===== src/rtl/map_pkg.sv =====
// map_pkg: shared map geometry, tile codes and nibble addressing helper.
package map_pkg;

    localparam int MAP_ROWS = 30;
    localparam int MAP_COLS = 40;
    localparam int TILE_W   = 4;
    localparam int ROW_W    = 160;

    typedef enum logic [3:0] {
        EMPTY  = 4'h0,
        WALL   = 4'h1,
        PILL   = 4'h2,
        PACMAN = 4'h3,
        GHOST  = 4'h4,
        POWER  = 4'h5,
        DOOR   = 4'h6
    } tile_t;

    // Column 0 sits in the top nibble of the row, column 39 in the bottom one.
    function automatic int nibble_lsb(input logic [5:0] col);
        return ROW_W - 1 - TILE_W * int'(col) - (TILE_W - 1);
    endfunction

endpackage


===== src/rtl/map_wr_arbiter_rr_arbiter.sv =====
// rr_arbiter: pointer-based round-robin pick; first requester at or after ptr wins.
module rr_arbiter #(
    parameter int NREQ = 3
) (
    input  logic [NREQ-1:0]         req,
    input  logic [$clog2(NREQ)-1:0] ptr,
    output logic                    any,
    output logic [$clog2(NREQ)-1:0] idx,
    output logic [NREQ-1:0]         onehot
);

    localparam int IW = $clog2(NREQ);

    logic [IW-1:0] j;

    // Scan from the pointer with wrap-around and stop at the first active request.
    always_comb begin
        any    = 1'b0;
        idx    = '0;
        onehot = '0;
        j      = '0;
        for (int unsigned k = 0; k < NREQ; k++) begin
            j = IW'((32'(ptr) + k) % 32'(NREQ));
            if (!any && req[j]) begin
                any       = 1'b1;
                idx       = j;
                onehot[j] = 1'b1;
            end
        end
    end

endmodule


===== src/rtl/map_wr_arbiter.sv =====
// map_wr_arbiter: shares map RAM port B among tile-update requesters, one
// read-modify-write of a 160-bit row per grant.
// Optional: define MAP_WR_ARB_PREV_TILE_EN to report the overwritten tile on prev_tile.
module map_wr_arbiter
    import map_pkg::*;
#(
    parameter int NREQ     = 3,
    parameter int RD_LAT   = 1,
    parameter int MAP_COLS = map_pkg::MAP_COLS
) (
    input  logic                    CLOCK_50,
    input  logic                    reset,
    input  logic [NREQ-1:0]         req,
    input  logic [NREQ*5-1:0]       row_in,
    input  logic [NREQ*6-1:0]       col_in,
    input  logic [NREQ*4-1:0]       tile_in,
    output logic [NREQ-1:0]         done,
    output logic                    err,
    output logic                    busy,
    output logic [$clog2(NREQ)-1:0] grant_idx,
    output logic [4:0]              wraddr,
    output logic                    wren,
    output logic [ROW_W-1:0]        wrdata,
    input  logic [ROW_W-1:0]        redata,
    output logic [TILE_W-1:0]       prev_tile
);

    localparam int IW = $clog2(NREQ);

    localparam logic [1:0] S_IDLE = 2'd0;
    localparam logic [1:0] S_RD   = 2'd1;
    localparam logic [1:0] S_WR   = 2'd2;
    localparam logic [1:0] S_ACK  = 2'd3;

    logic [1:0]        state;
    logic [3:0]        rd_cnt;
    logic [IW-1:0]     ptr;
    logic [4:0]        row_q;
    logic [5:0]        col_q;
    logic [TILE_W-1:0] tile_q;
    logic [NREQ-1:0]   onehot_q;

    logic              arb_any;
    logic [IW-1:0]     arb_idx;
    logic [NREQ-1:0]   arb_onehot;

    logic [4:0]        row_arr  [NREQ];
    logic [5:0]        col_arr  [NREQ];
    logic [TILE_W-1:0] tile_arr [NREQ];

    logic              col_bad;
    int                lsb;
    logic [ROW_W-1:0]  new_row;

    for (genvar g = 0; g < NREQ; g++) begin : g_unpack
        assign row_arr[g]  = row_in[5*g +: 5];
        assign col_arr[g]  = col_in[6*g +: 6];
        assign tile_arr[g] = tile_in[4*g +: 4];
    end

    rr_arbiter #(
        .NREQ(NREQ)
    ) u_rr (
        .req    (req),
        .ptr    (ptr),
        .any    (arb_any),
        .idx    (arb_idx),
        .onehot (arb_onehot)
    );

    assign busy = (state != S_IDLE);

    // Splice the latched tile into the row just read back.
    always_comb begin
        col_bad = (32'(col_q) >= MAP_COLS);
        lsb     = nibble_lsb(col_q);
        new_row = (redata & ~(ROW_W'(4'hF) << lsb)) | (ROW_W'(tile_q) << lsb);
    end

`ifdef MAP_WR_ARB_PREV_TILE_EN
    logic [TILE_W-1:0] prev_q;
    assign prev_tile = prev_q;
`else
    assign prev_tile = 4'h0;
`endif

    // Grant / read / write / acknowledge sequencer; all outputs registered.
    always_ff @(posedge CLOCK_50 or posedge reset) begin
        if (reset) begin
            state     <= S_IDLE;
            rd_cnt    <= '0;
            ptr       <= '0;
            row_q     <= '0;
            col_q     <= '0;
            tile_q    <= '0;
            onehot_q  <= '0;
            grant_idx <= '0;
            wraddr    <= '0;
            wren      <= 1'b0;
            wrdata    <= '0;
            done      <= '0;
            err       <= 1'b0;
`ifdef MAP_WR_ARB_PREV_TILE_EN
            prev_q    <= '0;
`endif
        end else begin
            wren <= 1'b0;
            done <= '0;
            err  <= 1'b0;
            case (state)
                S_IDLE: begin
                    if (arb_any) begin
                        row_q     <= row_arr[arb_idx];
                        col_q     <= col_arr[arb_idx];
                        tile_q    <= tile_arr[arb_idx];
                        onehot_q  <= arb_onehot;
                        grant_idx <= arb_idx;
                        wraddr    <= row_arr[arb_idx];
                        rd_cnt    <= '0;
                        state     <= S_RD;
                    end
                end
                S_RD: begin
                    if (col_bad) begin
                        done  <= onehot_q;
                        err   <= 1'b1;
                        state <= S_ACK;
                    end else if (32'(rd_cnt) == RD_LAT) begin
                        // wrdata doubles as the row buffer: capture and modify in one step
                        wrdata <= new_row;
                        wren   <= 1'b1;
                        state  <= S_WR;
`ifdef MAP_WR_ARB_PREV_TILE_EN
                        prev_q <= 4'(redata >> lsb);
`endif
                    end else begin
                        rd_cnt <= rd_cnt + 4'd1;
                    end
                end
                S_WR: begin
                    done  <= onehot_q;
                    state <= S_ACK;
                end
                default: begin
                    ptr   <= (32'(grant_idx) == NREQ - 1) ? '0 : grant_idx + 1'b1;
                    state <= S_IDLE;
                end
            endcase
        end
    end

endmodule


===== config.mk =====
export PLATFORM = sky130hd
export DESIGN_NAME = map_wr_arbiter
export DESIGN_NICKNAME = d
export VERILOG_FILES = /design/src/rtl/map_pkg.sv /design/src/rtl/map_wr_arbiter_rr_arbiter.sv /design/src/rtl/map_wr_arbiter.sv
export SDC_FILE = /design/constraint.sdc
export NUM_CORES = 1
export LEC_CHECK = 0
export ABC_AREA = 1
export ABC_CLOCK_PERIOD_IN_PS = 11700
export CORE_AREA = 2 2 149 151
export DETAILED_ROUTE_END_ITERATION = 10
export DIE_AREA = 0 0 151 153
export GPL_TIMING_DRIVEN = 0
export PLACE_DENSITY = 0.92
export SYNTH_ARGS = -nofsm -noshare
export SYNTH_HDL_FRONTEND = slang
export SYNTH_SLANG_ARGS = --single-unit

===== constraint.sdc =====
create_clock -name CLOCK_50 -period 11.7 [get_ports CLOCK_50]
set_input_delay 2.34 -clock CLOCK_50 [delete_from_list [all_inputs] [get_ports CLOCK_50]]
set_output_delay 2.34 -clock CLOCK_50 [all_outputs]
set_load 0.02 [all_outputs]

Word-level counts from Yosys, hierarchy flattened
Cells that the tools add are included.
{"block": "word_totals", "ff_bits": 193, "elab_cells": 107, "output_inout_bits": 177}
{"block": "op_classes", "n_addsub": 6, "div_mod_pow": 3, "n_shift": 2, "muxes": 46, "n_bitwise": 7, "n_reduce_logical": 15, "n_lt_le_gt_ge": 8, "eq_ne": 8}
{"cell": "160-bit AND", "n": 1}
{"cell": "160-bit NOT", "n": 1}
{"cell": "160-bit OR", "n": 1}
{"cell": "4-bit by 32-bit left shift with 160-bit output", "n": 1}
{"cell": "4-bit by 32-bit left shift with 160-bit output (first input constant)", "n": 1}
{"cell": "32-bit by 2-bit remainder unit with 32-bit output (second input constant)", "n": 2}
{"cell": "2-bit by 2-bit remainder unit with 32-bit output (second input constant)", "n": 1}
{"cell": "4-bit two-way mux", "n": 5}
{"cell": "1-bit two-way mux", "n": 14}
{"cell": "2-bit two-way mux", "n": 7}
{"cell": "6-bit binary-select mux with 2-bit select", "n": 1}
{"cell": "3-bit two-way mux", "n": 4}
{"cell": "6-bit two-way mux", "n": 2}
{"cell": "5-bit binary-select mux with 2-bit select", "n": 1}
{"cell": "5-bit two-way mux", "n": 2}
{"cell": "9-bit by 3-bit subtractor with 10-bit output (second input constant)", "n": 1}
{"cell": "2-bit by 3-bit less-than comparator with 1-bit output (second input constant)", "n": 3}
{"cell": "8-bit by 8-bit subtractor with 9-bit output (first input constant)", "n": 1}
{"cell": "4-bit binary-select mux with 2-bit select", "n": 1}
{"cell": "4-bit one-hot mux with 2 select lines", "n": 1}
{"cell": "1-bit binary-select mux with 2-bit select", "n": 3}
{"cell": "1-bit demux with 2-bit select", "n": 3}
{"cell": "2-bit by 1-bit >= comparator with 1-bit output (second input constant)", "n": 3}
{"cell": "6-bit >= comparator (second input constant)", "n": 1}
{"cell": "other kinds (23)", "n": 34}

Longest topological paths before layout
{"block": "depth", "word_depth": 14, "mapped_depth": 15}

Cells and area by module
A second synthesis with hierarchy kept.
{"block": "unflattened", "cells_unflattened": 1562, "hier_area_um2": 10860.4}
{"module": "map_wr_arbiter", "seq_area_each_um2": 4829.6, "area_per_inst_um2": 10538.9, "cells_per_inst": 1504, "instances": 1}
{"module": "rr_arbiter", "seq_area_each_um2": 0.0, "area_per_inst_um2": 321.6, "cells_per_inst": 58, "instances": 1}

Worst setup path before layout
No wires, ideal clock.
{"block": "synth_path", "path_kind": "in2reg", "from": "input req[1]", "to": "register col_q[3]", "n_path_buf": 1, "setup_ns": 0.125, "arrival_ns": 3.303, "path_stages": 11, "path_slack_ns": 8.272, "required_ns": 11.575, "cell_sequence": "inv_1 -> nand2_1 -> nand3_1 -> nand2_2 -> nand3_1 -> nand3_2 -> nand2_4 -> buf_2 -> nand2_1 -> nand3_1 -> nand3_1"}
{"block": "synth_via", "elab_chain_len": 13}
{"element": "start: declaration", "line_no": "map_wr_arbiter.sv:13", "source": "input logic [NREQ-1:0] req,"}
{"element": "1-bit binary-select mux with 2-bit select", "line_no": "map_wr_arbiter_rr_arbiter.sv:24", "source": "if (!any && req[j]) begin"}
{"element": "1-bit two-way mux (implied by the code)", "line_no": "map_wr_arbiter_rr_arbiter.sv:24"}
{"element": "1-bit two-way mux", "line_no": "map_wr_arbiter_rr_arbiter.sv:24"}
{"element": "1-bit zero test", "line_no": "map_wr_arbiter_rr_arbiter.sv:24"}
{"element": "1-bit logical AND", "line_no": "map_wr_arbiter_rr_arbiter.sv:24"}
{"element": "1-bit two-way mux", "line_no": "map_wr_arbiter_rr_arbiter.sv:24"}
{"element": "1-bit zero test", "line_no": "map_wr_arbiter_rr_arbiter.sv:24"}
{"element": "1-bit logical AND", "line_no": "map_wr_arbiter_rr_arbiter.sv:24"}
{"element": "2-bit two-way mux", "line_no": "map_wr_arbiter_rr_arbiter.sv:24"}
{"element": "2-bit NOT with 3-bit output (implied by the code)", "line_no": "map_wr_arbiter.sv:114", "source": "col_q <= col_arr[arb_idx];"}
{"element": "6-bit binary-select mux with 2-bit select", "line_no": "map_wr_arbiter.sv:114"}
{"element": "6-bit two-way mux (implied by the code) (2 in a row)", "line_no": "map_wr_arbiter.sv:114"}
{"element": "end signal: assignment", "line_no": "map_wr_arbiter.sv:114"}
{"element": "end: declaration", "line_no": "map_wr_arbiter.sv:39", "source": "logic [5:0] col_q;"}
Several ways; a longest one is shown, not always the timed one. The select of a mux whose other input is x is not followed.
A chain may end at the register's enable or synchronous reset.

Worst setup path after layout
{"block": "layout_path", "from": "register state[0]", "to": "output busy"}
{"block": "layout_via", "elab_chain_len": 1}
{"element": "start: declaration", "line_no": "map_wr_arbiter.sv:35", "source": "logic [1:0] state;"}
{"element": "start signal: assignment", "line_no": "map_wr_arbiter.sv:90", "source": "state <= S_IDLE;"}
{"element": "start signal: assignment", "line_no": "map_wr_arbiter.sv:120", "source": "state <= S_RD;"}
{"element": "start signal: assignment", "line_no": "map_wr_arbiter.sv:127", "source": "state <= S_ACK;"}
{"element": "2-bit nonzero test", "line_no": "map_wr_arbiter.sv:71", "source": "assign busy = (state != S_IDLE);"}
{"element": "end: declaration", "line_no": "map_wr_arbiter.sv:19", "source": "output logic busy,"}
Every way passes these cells.

==> summary.md <==
| Metric | Value |
|---|---|
| Worst hold path type | `register to register` |
| Synthesis Warnings | `0` |
| Number of synthesized flops with an enable pin | `0` |
| Number of gates resized after CTS | `0` |
| Antenna violations before repair | `0` |
| Die Y | `153 µm` |
| Setup TNS | `0 ps` |
| CP startpoint kind | `register` |
| Achievable Freq | `232 MHz` |
| Final min period | `4300 ps` |
| Largest net degree at the start of global routing | `101` |
| Vias post-DR | `10900` |
| Utilization after layout | `69.7%` |
| Maxcap violations | `0` |
| First-pass GRT wire length | `58000 µm` |
| Worst Skew | `14.2 ps` |
| CP Class | `register to output port` |
| GP Congestion | `1.00` |
| H-tree lvl count | `4` |
| Final net count | `1916` |
| I/O Pins | `387` |
| Multi-input gate area | `4000 µm²` |
| HPWL Detailed | `29400 µm` |
| Cell Pwr Density | `287 nW/µm²` |
| Placed instance area | `14400 µm²` |
| Setup-failing EPs final | `0` |
| CTS tree | `built` |
| Wire length per cell | `19.2 µm` |
| Beginning of the worst register-to-register path | `col_q[3]$_DFFE_PP0P_` |
| Core box area | `21500 µm²` |
| Leakage | `7.12 nW` |
| Worst R2R End | `wrdata[57]$_DFFE_PP0P_` |
| Syn Std Cell Area | `10200 µm²` |
| Post-Route WL | `38100 µm` |
| Gr usage total | `32.8%` |
| Later-pin clock latency in the skew report | `440 ps` |
| Total CTS buffers | `17` |
| Worst hold endpoint | `wrdata[75]$_DFFE_PP0P_` |
| Final Cycle Share | `36.8%` |
| Layout cells sized above 1 | `7.44%` |
| Most frequent cells in the layout | `clkdlybuf4s50_1, inv_1, dfrtp_1, nor2_1` |
| Outcome | `finished, final reports clean` |
| VDD IR-drop max | `0.206 mV` |
| Post-Syn Area per Cell | `7.89 µm²` |
| Antenna diode instance count | `0` |
| Fillers | `1668` |
| Num rows | `54` |
| Synth Flop Type | `dfrtp_1` |
| Reg area | `4830 µm²` |
| Synth unique cells | `38` |
| Vias in the first global route | `10900` |
| Starting Density | `47.3%` |
| Max Buffers Root-to-Sink | `2` |
| Post-CTS setup buffers | `0` |
| Hold path depth | `1` |
| Register bit count reported by yosys | `193` |
| Hold Crit Start | `wrdata[75]$_DFFE_PP0P_` |
| GRT overflow | `0` |
| Antenna Nets Post-Route | `0` |
| Data required time of the worst path | `9360 ps` |
| CTS Hold Buffers Added | `0` |
| Clock Root Buffer | `clkbuf_16` |
| Slew Viols, Final | `0` |
| # placed instances | `1955` |
| Vias per cell | `5.46` |
| CP Capture Type | `output port` |
| Commonest non-fill, non-tap cell in the layout | `clkdlybuf4s50_1` |
| Reg2reg setup slack | `9010 ps` |
| Reg2Reg Depth | `11` |
| CTS clk-pin slew, worst paths | `70 ps` |
| RSZ-0062 raised after global routing | `false` |
| Die width | `151 µm` |
| Tightest Pin Transition | `885 ps` |
| Die Area | `23100 µm²` |
| Post-Layout Cell Count | `1986` |
| Crit-path max FO | `4` |
| Pre-Repair DR Iteration Count | `5` |
| Buffers on Ports | `382` |
| Clock sinks | `193` |
| Remaining DRCs | `0` |
| Final instance area | `15000 µm²` |
| CP Launch Point | `state[0]$_DFFE_PP0P_` |
| Ys async rst share | `100%` |
| Iteration-0 DRC Markers | `728` |
| Area growth syn-to-layout | `47.2%` |
| Slew margin rel. | `41.0%` |
| Endpoints failing hold | `0` |
| Seq/Total Area, Yosys | `47.5%` |
| Cells after Synth | `1289` |
| WP data arrival | `1960 ps` |
==> metal layers <==
metal	track usage, %	routed length (µm)	vias up
met5	0	0	-
met4	16.9	1920	0
met3	7.43	3280	128
met2	55.9	18500	603
met1	38.6	14400	5121
li1	-	-	4999
==> registers in the layout, summed over array words and instances (netlist names) <==
| name | flops |
|---|---|
| wraddr | 5 |
| ptr | 2 |
| state | 2 |
| tile_q | 4 |
| wrdata | 160 |
| rd_cnt | 4 |
| grant_idx | 2 |
| done | 3 |
| col_q | 6 |
| onehot_q | 3 |
| err | 1 |
| wren | 1 |
==> worst max-delay path by stage <==
stage / end / slack (ps) / cells past startpoint
final: busy / 7400 / 4
after global routing: busy / 7330 / 4
after CTS: busy / 7380 / 4
after detailed placement: tile_q[0]$_DFFE_PP0P_ / 7430 / 12
after global placement: wrdata[108]$_DFFE_PP0P_ / 1630 / 2
after floorplan: col_q[0]$_DFFE_PP0P_ / 4100 / 1
==> critical path, stage by stage, from the launching register on <==
cell and delay, ps:
dfrtp_1 410, inv_1 90, ha_1 290, inv_1 120, clkdlybuf4s50_1 620
==> cells in the mapped netlist (9+ instances only) <==
master	number	share of area, %
nand4_1	16	0.98
o21a_1	13	0.96
nand3_1	36	1.8
nand2_1	120	4.4
o21ai_0	146	7.2
nor2_1	189	7.0
o21ai_1	13	0.64
clkbuf_1	24	0.89
o211ai_1	16	1.2
buf_2	31	1.5
inv_1	253	9.3
o22ai_1	146	9.0
a21oi_2	9	0.78
dfrtp_1	193	47
nand3_2	13	1.3
inv_2	13	0.48
ha_1	12	1.5
==> logic make-up (layout without fill, tap and decap cells) <==
family | Yosys count | count (layout) | synth area share, %
xor gates and xnor gates | 3 | 3 | 0.258
DFF | 193 | 193 | 47.5
and+or+nand+nor | 389 | 389 | 16.7
AOI/OAI and AO/OA | 354 | 354 | 20.7
adders and majority gates | 12 | 12 | 1.48
other | 1 | 4 | 0.0369
buffers and inverters | 336 | 750 | 13.3
muxes | 1 | 1 | 0.0984
==> cell type report <==
class	instances	area share (%)
sequential	193	32.3
buffer	69	2.29
multi-input combinational	763	26.7
timing repair buffer	383	25.7
clock inverter	12	0.895
clock buffer	19	2.96
tap	280	2.34
inverter	267	6.76
==> through the flow <==
stage	setup WS, ps	hold WS (ps)	power (mW)
floorplan	4100	457	2.60
global placement	1630	472	3.61
detailed placement	7430	480	3.69
CTS	7380	496	4.28
global route	7330	516	4.55
finish	7400	494	4.30
==> power breakdown <==
| part | internal, mW | switching [mW] | leakage (nW) |
|---|---|---|---|
| combinational | 1.03 | 1.48 | 4.58 |
| clock | 0.322 | 0.267 | 0.285 |
| sequential | 1.00 | 0.205 | 2.25 |
| total | 2.35 | 1.95 | 7.12 |
Power figures use the tool's default switching activity.
